<file path="src/rtl/spec_history_ckpt_if.sv">
// rtl/spec_history_ckpt_if.sv - prediction/resolve/flush bus and history outputs for spec_history_ckpt
//
// Purpose: groups the handshake and history signals of spec_history_ckpt.
// Parameters must match those of the spec_history_ckpt instance it connects to.
//   master : front end / EX side (drives predictions, resolves, flush)
//   slave  : spec_history_ckpt (drives pred_ready, histories, counter, res_error)
// Signals:
//   pred_valid, pred_entry    - prediction made this cycle and entry to append
//   pred_ready                - room for another in-flight prediction
//   res_valid, res_mispredict - oldest in-flight branch resolves (and was mispredicted)
//   res_entry                 - true entry of the resolved branch
//   flush                     - discard all in-flight predictions
//   hist_spec, hist_commit    - speculative / committed histories, newest entry in MSBs
//   inflight_cnt              - unresolved predictions
//   res_error                 - one-cycle pulse on a resolve with nothing in flight

interface spec_history_ckpt_if #(
    parameter int W            = 10,
    parameter int DEPTH        = 16,
    parameter int MAX_INFLIGHT = 8
);
    localparam int HW = W * DEPTH;
    localparam int CW = $clog2(MAX_INFLIGHT + 1);

    logic          pred_valid;
    logic [W-1:0]  pred_entry;
    logic          pred_ready;
    logic          res_valid;
    logic          res_mispredict;
    logic [W-1:0]  res_entry;
    logic          flush;
    logic [HW-1:0] hist_spec;
    logic [HW-1:0] hist_commit;
    logic [CW-1:0] inflight_cnt;
    logic          res_error;

    modport master (
        output pred_valid,
        output pred_entry,
        input  pred_ready,
        output res_valid,
        output res_mispredict,
        output res_entry,
        output flush,
        input  hist_spec,
        input  hist_commit,
        input  inflight_cnt,
        input  res_error
    );

    modport slave (
        input  pred_valid,
        input  pred_entry,
        output pred_ready,
        input  res_valid,
        input  res_mispredict,
        input  res_entry,
        input  flush,
        output hist_spec,
        output hist_commit,
        output inflight_cnt,
        output res_error
    );
endinterface

</file>
<file path="src/rtl/spec_history_ckpt.sv">
// rtl/spec_history_ckpt.sv - speculative/committed history pair with in-flight tracking and repair
//
// Purpose: keeps a speculative history updated on every accepted prediction and
// a committed history updated only by in-order resolution. A mispredict or flush
// repairs the speculative history to the committed one (including the entry
// resolving in that same cycle). All state changes on the falling edge of clk.
// Ports:
//   clk - clock, state updates on the falling edge
//   rst - synchronous active-high reset, sampled on the falling edge
//   bus - spec_history_ckpt_if slave modport (see interface for signal list)
// Parameters: W (entry width), DEPTH (entries per history, >= 2),
//             MAX_INFLIGHT (max unresolved predictions, >= 1).

module spec_history_ckpt #(
    parameter int W            = 10,
    parameter int DEPTH        = 16,
    parameter int MAX_INFLIGHT = 8
) (
    input  logic                 clk,
    input  logic                 rst,
    spec_history_ckpt_if.slave   bus
);
    localparam int HW = W * DEPTH;
    localparam int CW = $clog2(MAX_INFLIGHT + 1);
    localparam logic [CW-1:0] CNT_MAX = CW'(MAX_INFLIGHT);

    // Newest entry enters at the MSBs; the oldest entry (LSBs) falls off.
    function automatic logic [HW-1:0] shift_in(input logic [HW-1:0] h,
                                               input logic [W-1:0]  e);
        return {e, h[HW-1:W]};
    endfunction

    logic [HW-1:0] spec_q;
    logic [HW-1:0] commit_q;
    logic [CW-1:0] cnt_q;
    logic          err_q;

    logic          ready;
    logic          pa;
    logic          rv;
    logic          repair;
    logic [HW-1:0] nc;

    // Ready depends only on the registered counter, so a resolve that frees a
    // slot in the same cycle cannot let a prediction through while full.
    assign ready  = (cnt_q != CNT_MAX);
    assign pa     = bus.pred_valid && ready;
    // A resolve with nothing in flight is ignored for the histories and counter.
    assign rv     = bus.res_valid && (cnt_q != '0);
    assign repair = bus.flush || (rv && bus.res_mispredict);
    // Committed history after this cycle's resolve; also the repair target so
    // the entry resolving alongside a mispredict/flush is not lost.
    assign nc     = rv ? shift_in(commit_q, bus.res_entry) : commit_q;

    always_ff @(negedge clk) begin
        if (rst) begin
            spec_q   <= '0;
            commit_q <= '0;
            cnt_q    <= '0;
            err_q    <= 1'b0;
        end else begin
            err_q    <= bus.res_valid && (cnt_q == '0);
            commit_q <= nc;
            if (repair) begin
                // Any prediction accepted this cycle is wrong-path and dropped.
                spec_q <= nc;
                cnt_q  <= '0;
            end else begin
                if (pa) begin
                    spec_q <= shift_in(spec_q, bus.pred_entry);
                end
                cnt_q <= cnt_q + CW'(pa) - CW'(rv);
            end
        end
    end

    assign bus.pred_ready   = ready;
    assign bus.hist_spec    = spec_q;
    assign bus.hist_commit  = commit_q;
    assign bus.inflight_cnt = cnt_q;
    assign bus.res_error    = err_q;

endmodule

</file>
<file path="src/flat_wrapper.sv">
// flat-port wrapper written by rule: the top's interface ports become plain ports
module spec_history_ckpt_flat 
#(
    parameter int W            = 10,
    parameter int DEPTH        = 16,
    parameter int MAX_INFLIGHT = 8
)
  (clk, rst, bus_pred_valid, bus_pred_entry, bus_pred_ready, bus_res_valid, bus_res_mispredict, bus_res_entry, bus_flush, bus_hist_spec, bus_hist_commit, bus_inflight_cnt, bus_res_error);
  spec_history_ckpt_if #(.W(W), .DEPTH(DEPTH), .MAX_INFLIGHT(MAX_INFLIGHT)) bus_i ();
  input  logic clk;
  input  logic rst;
  input wire logic [$bits(bus_i.pred_valid)-1:0] bus_pred_valid;
  input wire logic [$bits(bus_i.pred_entry)-1:0] bus_pred_entry;
  output wire logic [$bits(bus_i.pred_ready)-1:0] bus_pred_ready;
  input wire logic [$bits(bus_i.res_valid)-1:0] bus_res_valid;
  input wire logic [$bits(bus_i.res_mispredict)-1:0] bus_res_mispredict;
  input wire logic [$bits(bus_i.res_entry)-1:0] bus_res_entry;
  input wire logic [$bits(bus_i.flush)-1:0] bus_flush;
  output wire logic [$bits(bus_i.hist_spec)-1:0] bus_hist_spec;
  output wire logic [$bits(bus_i.hist_commit)-1:0] bus_hist_commit;
  output wire logic [$bits(bus_i.inflight_cnt)-1:0] bus_inflight_cnt;
  output wire logic [$bits(bus_i.res_error)-1:0] bus_res_error;
  assign bus_i.pred_valid = bus_pred_valid;
  assign bus_i.pred_entry = bus_pred_entry;
  assign bus_pred_ready = bus_i.pred_ready;
  assign bus_i.res_valid = bus_res_valid;
  assign bus_i.res_mispredict = bus_res_mispredict;
  assign bus_i.res_entry = bus_res_entry;
  assign bus_i.flush = bus_flush;
  assign bus_hist_spec = bus_i.hist_spec;
  assign bus_hist_commit = bus_i.hist_commit;
  assign bus_inflight_cnt = bus_i.inflight_cnt;
  assign bus_res_error = bus_i.res_error;
  spec_history_ckpt #(.W(W), .DEPTH(DEPTH), .MAX_INFLIGHT(MAX_INFLIGHT)) u_core (.clk(clk), .rst(rst), .bus(bus_i));
endmodule
</file>
<file path="config.mk">
export PLATFORM = sky130hd
export DESIGN_NAME = spec_history_ckpt_flat
export DESIGN_NICKNAME = d
export VERILOG_FILES = /design/src/rtl/spec_history_ckpt_if.sv /design/src/rtl/spec_history_ckpt.sv /design/src/flat_wrapper.sv
export SDC_FILE = /design/constraint.sdc
export NUM_CORES = 1
export LEC_CHECK = 0
export BUFFER_PORTS_ARGS = -buffer_cell sky130_fd_sc_hd__buf_2
export CORE_ASPECT_RATIO = 0.6
export CORE_MARGIN = 2
export CORE_UTILIZATION = 46
export DETAILED_ROUTE_END_ITERATION = 8
export PLACE_DENSITY_LB_ADDON = 0.1
export SETUP_SLACK_MARGIN = 0.05
export SLEW_MARGIN = 20
export SYNTH_ARGS = -nofsm -noshare
export SYNTH_HDL_FRONTEND = slang
export SYNTH_SLANG_ARGS = --single-unit
</file>
<file path="constraint.sdc">
create_clock -name clk -period 3 [get_ports clk]
set_clock_uncertainty 0.1 [all_clocks]
set_input_delay 0.3 -clock clk [delete_from_list [all_inputs] [get_ports clk]]
set_output_delay 0.3 -clock clk [all_outputs]
set_load 0.02 [all_outputs]
</file>
==> results, run 1 <==
- The flow ran to the end, but the final reports show violations.
- The checks that failed: setup timing.
- For the worst setup path, the data arrival time is ~3.2 ns.
- The instance count of the mapped netlist is 2,228.
- The number of detailed-route iterations in the first pass is 6.
- Counting cells, the worst reg-to-reg path comes to 5.
- After detailed routing, the average wire length per cell comes to around 23 um.
- In this run, CTS created clock tree buffers numbering 37.
- The number of global-route vias before repair is around 22k.
- The height of the die is around 160 um.
- When the netlist entered floorplanning its net count stood at ~2.3k.
- The fraction of layout cells with a size suffix above 1 is 0.3741.
- For met3 alone, demand over resource in global routing was 0.1278.
- The starting DRC count in detailed routing is 2,340.
- The critical path is of the flop to primary output type.
- In this run, synthesis inferred 0 flip-flops with an integrated enable.
- The layer flagged by global routing as most heavily used is met2.
- Setup repair after global routing could not meet its margin everywhere.
- For this configuration, the core starts out at a cell density of 0.4634.
- The cell with the most instances after synthesis is sky130_fd_sc_hd__dfxtp_1.
- The source of the critical timing path is u_core.bus.inflight_cnt[2].
- The most frequently used flop master after synthesis is sky130_fd_sc_hd__dfxtp_1.
- The top-level port count is 352.
- The global routing usage on met1 is 0.4881.
- TritonCTS built the clock tree.
- The design draws ~19,000 uW.
- The kind of capture point of the worst setup path is a primary output.
- The endpoint required time on the critical path is about 2.6 ns.
- Yosys attributes the largest share of cell area to sky130_fd_sc_hd__dfxtp_1 (34%), sky130_fd_sc_hd__nor4bb_1 (17%), sky130_fd_sc_hd__a211oi_1 (12%), sky130_fd_sc_hd__and2_1 (10%), sky130_fd_sc_hd__nor2b_1 (10%).
- The startpoint type of the worst setup path is a flop.
- The share of the synthesized area in compound gates (AO/OA/AOI/OAI) is 0.1833.
- For this run, the register share of the synthesized area comes to 0.3371.
- In the routed design, unresolved DRC markers number 0.
- Along the worst hold path, the cell count comes to 3.
- The max-slew violation count is 0.
- The number of distinct library cells after synthesis is 28.
- Across all setup checks in the final design, the least slack found is -0.5702 ns.
- After global routing the overflow that remains totals 0.
- The number of buffers added on ports is about 350.
- The initial antenna violation count is 4.
- The minimum hold slack is approximately 0.53 ns.
- The count of yosys warnings during synthesis is 0.
- The worst vdd rail ir drop is 0.0008103 V.
- The top cell type's share of synthesized area is 0.3371.
- The kind of path behind the tightest hold check is flop to flop.
- Of the total synthesized cell area, the portion taken by full adders, half adders and majority gates is 0.004927.
- From left edge to right edge, the die measures 268.4 um.
- CTS built an H-tree with a depth of 2.
- Entering global routing, the biggest net connects 177 pins.
- The met2 track demand over resource in global routing is 0.5253.
- The end of the worst register-to-register path is u_core.bus.hist_spec[156].
- The most area-hungry cell type in the Yosys netlist is sky130_fd_sc_hd__dfxtp_1.
- After clock tree synthesis, the clock-pin slew on the worst setup and hold paths is about 0.03 ns.
- The flip-flop and latch count after synthesis is 325.
- For this block, the via count after detailed routing is approximately 22k.
- The maximum fanout along the worst path is 2.
- The origin of the critical flop-to-flop path is u_core.bus.inflight_cnt[0].
- At the pin with the least slew margin, the transition time is 0.9992 ns.
- The floorplan step defined a die boundary enclosing between 0.04 and 0.05 mm2.
- After synthesis, the mean cell area works out to 8.663 um2.
- By area, the combinational part of the netlist is dominated by simple AND/OR/NAND/NOR gates.
- The number of clock sinks seen by CTS is about 330.
- The final weighted congestion of routability-driven global placement is a little over 0.9.
- The number of placement rows is 58.
- The analysis attributes to cell leakage a power of ~0.013 uW.
- The clock reaches the later pin of the worst-skew pair after just over 0.6 ns.
- By count the netlist is led by sky130_fd_sc_hd__dfxtp_1 (325), sky130_fd_sc_hd__and2_1 (322), sky130_fd_sc_hd__nor2b_1 (320), sky130_fd_sc_hd__nor4bb_1 (320), sky130_fd_sc_hd__a211oi_1 (312).
- The hold path endpoint is u_core.bus.hist_commit[4].
- The parity-gate share of the synthesized area counting xor and xnor cells is 0.0004538.
- After synthesis the cells add up to around 0.019 mm2.
- The hold violation total from the final report is 0.
- The remaining max-slew budget at the tightest pin is 0.3338.
- The region available for standard cell placement spans approximately 0.042 mm2.
- Measured against the total synthesized area, the mux share comes to 0.
- The total power per unit cell area is 641.0 mW/mm2.
- Of the total synthesized cell area, the portion taken by AND, OR, NAND and NOR gates is 0.4090.
- Setup violations remaining at the end of the flow were counted as 14.
- After detailed routing, the number of vias per cell comes to approximately 6.
- In this run the remaining antenna-violating nets after routing total 0.
- Across every metal layer, demand over resource in global routing totals 0.3607.
- Across the run, the number of max-cap violations was 0.
- The startpoint of the most critical hold path is u_core.bus.hist_commit[4].
- The first global-routing pass estimated approximately 120,000 um of wire.
- Compared with the post-synthesis result, the final layout area differs by 50.65%.
- The final HPWL from detailed placement is approximately 47,000 um.
- The setup check on the worst reg-to-reg path leaves a slack of about 0.09 ns.
- After synthesis, the share of flip-flops with an asynchronous set or reset is 0.
- The CTS root buffer is sky130_fd_sc_hd__clkbuf_16.
- At the end of the flow, the number of nets in the layout was between 3k and 4k.
- The routed design has 82,590 um of wire.
- The number of buffers on the longest clock path is 3.
==> cells in the final DEF, fill, tap and decap left out, types with 2 or more instances in the layout <==
cell type                    count
sky130_fd_sc_hd__a21o_1          2
sky130_fd_sc_hd__diode_2         2
sky130_fd_sc_hd__clkbuf_16      39
sky130_fd_sc_hd__inv_2           3
sky130_fd_sc_hd__dfxtp_2       184
sky130_fd_sc_hd__buf_6         330
sky130_fd_sc_hd__nor2_1        163
sky130_fd_sc_hd__a211oi_1      301
sky130_fd_sc_hd__buf_8           2
sky130_fd_sc_hd__dfxtp_4       141
sky130_fd_sc_hd__buf_2          22
sky130_fd_sc_hd__ha_4            4
sky130_fd_sc_hd__nor4bb_1      320
sky130_fd_sc_hd__clkinvlp_2     10
sky130_fd_sc_hd__and2_1        321
sky130_fd_sc_hd__ha_1            2
sky130_fd_sc_hd__or3b_4          2
sky130_fd_sc_hd__a211oi_2       19
sky130_fd_sc_hd__buf_12         27
sky130_fd_sc_hd__inv_1         338
sky130_fd_sc_hd__buf_4         344
sky130_fd_sc_hd__o22ai_1       150
sky130_fd_sc_hd__nor2b_1       320
sky130_fd_sc_hd__bufinv_16       4
sky130_fd_sc_hd__o22ai_2        10
==> state kept, by name (all words and copies together) (netlist names) <==
signal,count
u_core.bus.hist_commit,160
u_core.bus.hist_spec,160
u_core.bus.inflight_cnt,4
u_core.bus.res_error,1
==> cell families after synthesis <==
logic type                 after synthesis
and+or+nand+nor                       1132
AOI/OAI and AO/OA                      485
DFF                                    325
buffers and inverters                  278
adders and majority gates                7
xor gates and xnor gates                 1
==> layout make-up <==
cell class / count / area (um2)
multi-input combinational: 1625 / 11670
clock inverter: 349 / 1435
antenna: 2 / 5.005
clock buffer: 39 / 975.9
tap: 570 / 713.2
timing repair buffer: 725 / 6979
fill: 3352 / 12580
inverter: 8 / 30.03
sequential: 325 / 7266
==> routing by layer <==
metal | wire [um] | part of all wire
met5 | 10 | 0.00012
met2 | 35840 | 0.43
met1 | 35590 | 0.43
met3 | 8831 | 0.11
met4 | 2312 | 0.028
==> per-stage QoR <==
step           setup WS (ns)  instances  utilization  area [um2]  TNS [ns]
2_1_floorplan        -0.5306       2228            -       19510    -5.263
3_3_place_gp         -0.2970       2994       0.5260       21910    -48.38
3_5_place_dp         -0.3210       2994       0.5260       21910    -52.05
4_1_cts              -0.5832       3618       0.6924       28840    -1.101
5_1_grt              -0.5964       3642       0.6980       29070    -1.912
6_report             -0.5702       3643       0.6980       29080   -0.9168
==> worst max-delay path: stages (launching register included) <==
cell and delay (ns):
sky130_fd_sc_hd__dfxtp_2 0.31, sky130_fd_sc_hd__inv_2 0.07, sky130_fd_sc_hd__ha_4 0.12, sky130_fd_sc_hd__or3b_4 0.42, sky130_fd_sc_hd__buf_6 0.15
==> how the worst max path moves through the flow <==
stage,endpoint,depth (start not counted)
floorplan,u_core.bus.inflight_cnt[1],10
global placement,u_core.bus.hist_spec[158],6
detailed placement,u_core.bus.hist_spec[158],6
CTS,bus_pred_ready,4
global route,bus_pred_ready,4
finish,bus_pred_ready,4
==> power by group <==
part           internal, uW  switching (uW)
clock network          3270            3240
registers              4470             182
logic                  2430            5040
==> repair_timing <==
item                        CTS  global route
hold buffers                  0             0
setup buffers               238            24
pin swaps                     1             0
gates resized for setup    1093            24
setup endpoints to repair   326           372
cloned                        0             0
No activity file was read; power rests on OpenSTA's default activity.
==> inputs of run 2 (changes only) <==
clock period = 3.4 ns   (was 3 ns; I/O delays follow)
==> run 2 against run 1 <==
Net effect: the flow still finishes with violations (setup timing); flip-flop and latch count unchanged; clock-buffer cell count did not move; non-clock buffer count down 268; register-to-register slack better by 0.38 ns; final cell count shrank 7.3%; via count fell by 6.9%; combinational power decreased by 17%; wire length down 7.2%; clock power is 12% lower.
==> results, run 2 (synthesized netlist as in run 1, its figures left out) <==
- The worst vdd rail ir drop is 0.0008218 V (+1.4%).
- The number of buffers added on ports is 351 (unchanged).
- The critical path depth was 4 (unchanged).
- The width of the die is 268.4 um (unchanged).
- The startpoint identified for the worst register-to-register timing path is u_core.bus.inflight_cnt[2].
- Tracing the worst setup path back leads to its startpoint at u_core.bus.inflight_cnt[2].
- The fraction of layout cells with a size suffix above 1 is 0.2287 (-0.1455).
- The area taken by multi-input logic gates was 0.01162 mm2 (-0.47%).
- The worst setup path is launched from a flop.
- The critical path endpoint is bus_pred_ready.
- The area growth from synthesis to layout is 27.80%.
- The worst-case setup margin in the final layout was -0.3983 ns (+0.1718 ns).
- The setup slack at placement is -0.1321 ns (+0.1888 ns).
- The number of nets with antenna violations after routing is 0 (unchanged).
- The top-level port count is 352 (unchanged).
- The most common cell after layout, fill and taps aside is sky130_fd_sc_hd__inv_1.
- The total via count in the routed design is 20.40k (-6.9%).
- The run finished, with violations left.
- The hold violation total from the final report is 0 (unchanged).
- The area of the die is 0.04367 mm2 (unchanged).
- The number of fill cells came to 3,798 (+13%).
- The number of buffers on the longest clock path came to 3 (unchanged).
- The remaining max-slew budget at the tightest pin came to 0.2689 (-0.06494).
- The setup-violating endpoint count in the final report is 1 (-13).
- The remaining routing DRC violations is 0 (unchanged).
- The clock slew at the register clock pins of the worst setup and hold paths is 0.04 ns (about the same).
- The top routing layer in use is met5.
- The endpoint arrival time on the critical path is 3.36 ns (+0.19 ns).
- The post-layout net count came to 2,812 (-8.7%).
- The routed wirelength normalized by instance count is 22.71 um (+0.16%).
- The overall power consumption is 16,160 uW (-13%).
- The core region area is 0.04166 mm2 (unchanged).
- The final reports fail on setup timing.
- Setup repair after global routing could not meet its margin everywhere.
- The total area of sequential cells is 0.006648 mm2 (-8.5%).
- The effective utilization at floorplan was 0.4634 (unchanged).
- The min-delay analysis places its worst path in the category flop to flop.
- The CTS root buffer is sky130_fd_sc_hd__clkbuf_16.
- The final weighted congestion of routability-driven global placement came to 0.9068 (-2.8%).
- The maximum fanout along the worst path is 2 (unchanged).
- The largest incremental delay on the critical path is 0.39 ns (-0.03 ns).
- The static power due to leakage was 0.01105 uW (-14%).
- The overall global routing resource usage came to 0.3345 (-0.02622).
- The number of cells on the worst reg-to-reg path is 7 (+2).
- The type of the worst setup path is flop to primary output.
- The starting DRC count in detailed routing is 2,091 (-11%).
- The design area came to 0.02467 mm2 (-15%).
- The routed via count divided by cell count is 6.041 (+0.42%).
- TritonCTS built the clock tree.
- The post-placement cell area was 0.02170 mm2 (-0.98%).
- The number of global-route vias before repair is 19.79k (-8.1%).
- The endpoint required time on the critical path was 2.96 ns (+0.36 ns).
- The number of clock sinks seen by CTS is 325 (unchanged).
- The length of routed met3 wiring is 8077 um (-8.5%).
- Leaving out fill and tap cells, the most frequent cells in the layout are sky130_fd_sc_hd__inv_1 (339), sky130_fd_sc_hd__and2_1 (321), sky130_fd_sc_hd__nor4bb_1 (320), sky130_fd_sc_hd__nor2b_1 (320), sky130_fd_sc_hd__a211oi_1 (312).
- The largest individual stage delay along the critical path comes from the cell sky130_fd_sc_hd__or3b_4.
- The worst reg-to-reg setup slack is 0.47 ns (+0.38 ns).
- The critical path goes through inv_4 > ha_4 > or3b_4 > buf_6.
- The family with the most delay on the worst path is simple AND/OR/NAND/NOR gates.
- The number of detailed-route iterations in the first pass came to 6 (unchanged).
- The met1 wire length is 33,910 um (-4.7%).
- The total power per unit cell area is 654.9 mW/mm2 (+2.2%).
- The buffering stage count on the worst path with inverters included is 2 (unchanged).
- The pin count of the biggest net entering global routing is 162 (-8.5%).
- The height of the die is 162.7 um (unchanged).
- The total global routing overflow is 0 (unchanged).
- The final setup TNS came to -0.3983 ns (+0.5185 ns).
- The max-slew violation count is 0 (unchanged).
- The number of placement rows is 58 (unchanged).
- The kind of capture point of the worst setup path is a primary output.
- The final HPWL from detailed placement is 45,900 um (-2.6%).
- The first-pass GRT wire length is 114,700 um (-7.7%).
- The final standard cell utilization of the core is 0.5922 (-0.1059).
- The routed wire length on met2 came to 32,290 um (-9.9%).
- The overall routed net length is 76,660 um (-7.2%).
- The source-to-sink clock delay at the later pin of the worst-skew pair is 0.60 ns (-0.02 ns).
- The number of buffers added by the clock tree synthesis step is 37 (unchanged).
- The end of the worst register-to-register path is u_core.bus.hist_spec[9].
- The number of levels in the clock H-tree came to 2 (unchanged).
- The initial antenna violation count is 5 (+1).
- The number of violations of the max-capacitance limit is 0 (unchanged).
- The pin slew with the least headroom to its limit is 1.097 ns (+0.09741 ns).
run 2: changes by cell type in the layout (fill, tap and decap cells not counted), sizes merged:
cell,previous run,this run
clkinvlp,10,9
inv,343,344
bufbuf,0,2
clkbuf,39,43
buf,725,451
diode,2,3
run 2: layout make-up:
class / count / area share
clock buffer: 39 / 0.03956
timing repair buffer: 457 / 0.1313
sequential: 325 / 0.2695
multi-input combinational: 1625 / 0.4710
inverter: 8 / 0.001319
clock inverter: 349 / 0.05813
antenna: 3 / 0.0003043
tap: 570 / 0.02891
run 2: stage by stage:
| step | std cells | hold slack, ns |
|---|---|---|
| floorplan | 2228 | 0.5922 |
| global placement | 2976 | 0.5165 |
| detailed placement | 2976 | 0.5411 |
| CTS | 3369 | 0.5531 |
| global route | 3374 | 0.5990 |
| finish | 3376 | 0.5414 |
run 2: timing repair:
action	4_1_cts	5_1_grt
gates cloned	2	0
setup buffers	4	4
pin swaps	1	0
endpoints found under the setup margin	82	108
resized for setup	103	127
hold buffers	0	0
run 2: how the worst min path moves through the flow:
stage                     cells past startpoint  slack [ns]                    endpoint                       start
after global placement                        3        0.52   u_core.bus.hist_commit[2]   u_core.bus.hist_commit[2]
after detailed placement                      3        0.54   u_core.bus.hist_commit[3]   u_core.bus.hist_commit[3]
after global routing                          3        0.60   u_core.bus.hist_commit[4]   u_core.bus.hist_commit[4]
final                                         3        0.54   u_core.bus.hist_commit[2]   u_core.bus.hist_commit[2]
after floorplan                               4        0.59  u_core.bus.inflight_cnt[3]  u_core.bus.inflight_cnt[3]
after CTS                                     3        0.55   u_core.bus.hist_commit[2]   u_core.bus.hist_commit[2]
run 2: routing by layer:
metal | vias up | GRT usage
met4 | 4 | 0.1381
met1 | 9901 | 0.4714
met2 | 1075 | 0.4595
li1 | 9260 | -
met5 | - | 0
met3 | 155 | 0.1158
run 2: report_power, final:
part / total (uW) / switching (uW) / internal [uW] / leakage (uW)
sequential: 4190 / 174 / 4010 / 0.00267
clock: 5750 / 2860 / 2880 / 0.00233
combinational: 6220 / 4310 / 1910 / 0.00606
run 2: worst register-to-register path: cells and delay by family (launching register included):
kind,cells,cell delay (ns)
and+or+nand+nor,1,0.56
adders and majority gates,1,0.12
AOI/OAI and AO/OA,2,0.25
buffers and inverters,3,1.46
DFF,1,0.35
==> inputs of run 3 (changes only) <==
BUFFER_PORTS_ARGS = -buffer_cell sky130_fd_sc_hd__buf_4   (was -buffer_cell sky130_fd_sc_hd__buf_2)
==> run 3 against run 2 <==
Net effect: the flow still finishes with violations (setup timing); die area stayed put; non-clock buffer count increased by 4; via count decreased by 0.92%; global-route usage shrank 0.46 points; design area up 2.6%; combinational power down 1%; wire length decreased by 1.7%; worst setup slack better by 0.028 ns; sequential power about the same; first-iteration DRC count decreased by 0.91%; final cell count grew 0.12%; critical path depth unchanged; largest cell class unchanged.
==> results, run 3 (synthesized netlist as in run 1, its figures left out) <==
- The worst setup path is captured at a primary output.
- The hold path endpoint is u_core.bus.hist_commit[2].
- The flow ran to the end, but the final reports show violations.
- The max-slew violation count came to 0 (unchanged).
- The number of fill cells came to 3,748 (-1.3%).
- By startpoint and endpoint, the worst setup path is classified as flop to primary output.
- The routed via count divided by cell count was 5.978 (-1.0%).
- In the layout the commonest cells are sky130_fd_sc_hd__buf_4 (423), sky130_fd_sc_hd__inv_1 (339), sky130_fd_sc_hd__and2_1 (321), sky130_fd_sc_hd__nor4bb_1 (320), sky130_fd_sc_hd__nor2b_1 (320).
- The checks that failed: setup timing.
- The starting DRC count in detailed routing was 2,072 (-0.91%).
- The initial antenna violation count was 1 (-4).
- The final HPWL from detailed placement was 46,300 um (+0.89%).
- The endpoint arrival time on the critical path is 3.33 ns (-0.03 ns).
- The total global routing overflow is 0 (unchanged).
- The height of the die is 162.7 um (unchanged).
- The core region area is 0.04166 mm2 (unchanged).
- The number of violations of the max-capacitance limit is 0 (unchanged).
- The total power per unit cell area is 636.8 mW/mm2 (-2.8%).
- The effective utilization at floorplan came to 0.4634 (unchanged).
- The number of cells on the worst reg-to-reg path came to 8 (+1).
- The maximum fanout along the worst path is 2 (unchanged).
- The width of the die is 268.4 um (unchanged).
- Setup repair after global routing could not meet its margin everywhere.
- The end of the worst register-to-register path is u_core.bus.hist_spec[10].
- The endpoint required time on the critical path is 2.96 ns (about the same).
- The pin slew with the least headroom to its limit is 1.284 ns (+0.1875 ns).
- The number of nets with antenna violations after routing is 0 (unchanged).
- The area of the die is 0.04367 mm2 (unchanged).
- The number of buffers added on ports came to 351 (unchanged).
- The remaining routing DRC violations was 0 (unchanged).
- The min-delay analysis places its worst path in the category flop to flop.
- The pin count of the biggest net entering global routing is 188 (+16%).
- The worst-case setup margin in the final layout is -0.3699 ns (+0.02847 ns).
- The number of clock sinks seen by CTS was 325 (unchanged).
- The static power due to leakage is 0.01107 uW (+0.15%).
- The routed wirelength normalized by instance count is 22.30 um (-1.8%).
- The worst vdd rail ir drop was 0.001304 V (+59%).
- The number of global-route vias before repair is 19.66k (-0.64%).
- Leaving out fill and tap cells, the most frequent cell in the layout is sky130_fd_sc_hd__buf_4.
- The post-layout net count came to 2,816 (+0.14%).
- The hold violation total from the final report is 0 (unchanged).
- The area taken by multi-input logic gates is 0.01162 mm2 (unchanged).
- The remaining max-slew budget at the tightest pin was 0.1439 (-0.1250).
- TritonCTS built the clock tree.
- The setup-violating endpoint count in the final report is 1 (unchanged).
- The final weighted congestion of routability-driven global placement is 0.9221 (+1.7%).
- The clock slew at the register clock pins of the worst setup and hold paths is 0.03 ns (about the same).
- The worst setup path is launched from a flop.
- The first-pass GRT wire length is 113,800 um (-0.72%).
- The number of levels in the clock H-tree came to 2 (unchanged).
- The overall global routing resource usage is 0.3299 (-0.004564).
- The final standard cell utilization of the core is 0.6075 (+0.01535).
- In this run the critical register-to-register path is launched from u_core.bus.inflight_cnt[2].
- The post-cts hold buffer count is 0 (unchanged).
- The number of detailed-route iterations in the first pass is 5 (-1).
- The number of buffers on the longest clock path is 3 (unchanged).
- The source-to-sink clock delay at the later pin of the worst-skew pair is 0.60 ns (about the same).
- The count of placed standard cells in the final layout, fillers left out is 3,380 (+0.12%).
- The instance count along the most critical hold path is 3 (unchanged).
- The placed cell count is 2,985 (+0.30%).
- Clock tree synthesis selected as its root buffer the cell sky130_fd_sc_hd__clkbuf_16.
- The total area of sequential cells was 0.006630 mm2 (-0.26%).
- The area growth from synthesis to layout is 31.12%.
- The startpoint identified for the worst hold timing path is u_core.bus.hist_commit[2].
- The overall routed net length is 75,370 um (-1.7%).
- The fraction of layout cells with a size suffix above 1 was 0.2275 (-0.001200).
- The total via count in the routed design is 20.21k (-0.92%).
- The top-level port count is 352 (unchanged).
- The worst reg-to-reg setup slack is 0.46 ns (about the same).
- The number of buffers added by the clock tree synthesis step is 37 (unchanged).
- The number of placement rows is 58 (unchanged).
run 3: worst max path at each step:
stage	start	end	slack, ns	depth (start not counted)
CTS	u_core.bus.inflight_cnt[2]	bus_pred_ready	-0.37	4
floorplan	bus_res_valid	u_core.bus.inflight_cnt[1]	-0.37	10
detailed placement	bus_flush	u_core.bus.hist_spec[150]	-0.17	5
global route	u_core.bus.inflight_cnt[2]	bus_pred_ready	-0.41	4
finish	u_core.bus.inflight_cnt[2]	bus_pred_ready	-0.37	4
global placement	bus_res_valid	u_core.bus.inflight_cnt[1]	-0.13	8
run 3: repair_timing:
item | in CTS | in global routing
hold endpoints to repair | 0 | 0
endpoints found under the setup margin | 38 | 55
gates resized for setup | 39 | 56
buffers inserted | 3 | 2
pin swaps | 1 | 0
run 3: stage by stage:
| step | worst slack, ns | cell area, um2 | hold slack (ns) | total power (uW) | setup TNS [ns] |
|---|---|---|---|---|---|
| after detailed placement | -0.1658 | 22690 | 0.5528 | 10780 | -15.90 |
| after global placement | -0.1337 | 22690 | 0.5195 | 10760 | -12.57 |
| after global routing | -0.4099 | 25300 | 0.6075 | 16910 | -0.4099 |
| after floorplan | -0.3706 | 19380 | 0.5922 | 8967 | -1.126 |
| after CTS | -0.3729 | 25200 | 0.5617 | 16070 | -0.3729 |
| final | -0.3699 | 25310 | 0.5563 | 16120 | -0.3699 |
run 3: report_power, final:
group          leakage, uW  total [uW]  switching [uW]  internal [uW]
Sequential         0.00267        4180             171           4010
Combinational      0.00606        6160            4250           1910
Clock              0.00234        5770            2810           2970
Total               0.0111       16100            7230           8890
run 3: per-layer routing:
layer,track usage,share of wire
met2,0.4619,0.43
met1,0.4614,0.45
met3,0.1129,0.090
met4,0.1295,0.026
met5,0,0
run 3: worst max-delay path, stage by stage (launching register included):
cell and delay (ns):
sky130_fd_sc_hd__dfxtp_2 0.32, sky130_fd_sc_hd__inv_4 0.06, sky130_fd_sc_hd__ha_4 0.12, sky130_fd_sc_hd__or3b_4 0.39, sky130_fd_sc_hd__buf_6 0.14
run 3: final cells by class:
| cell class | instances | area share |
|---|---|---|
| clock buffers | 39 | 0.03856 |
| clock inverters | 351 | 0.05809 |
| repair buffers | 461 | 0.1527 |
| multi-input cells | 1625 | 0.4591 |
| flip-flops and latches | 325 | 0.2620 |
| inverters | 8 | 0.001285 |
| diodes | 1 | 0.00009888 |
| well taps | 570 | 0.02818 |
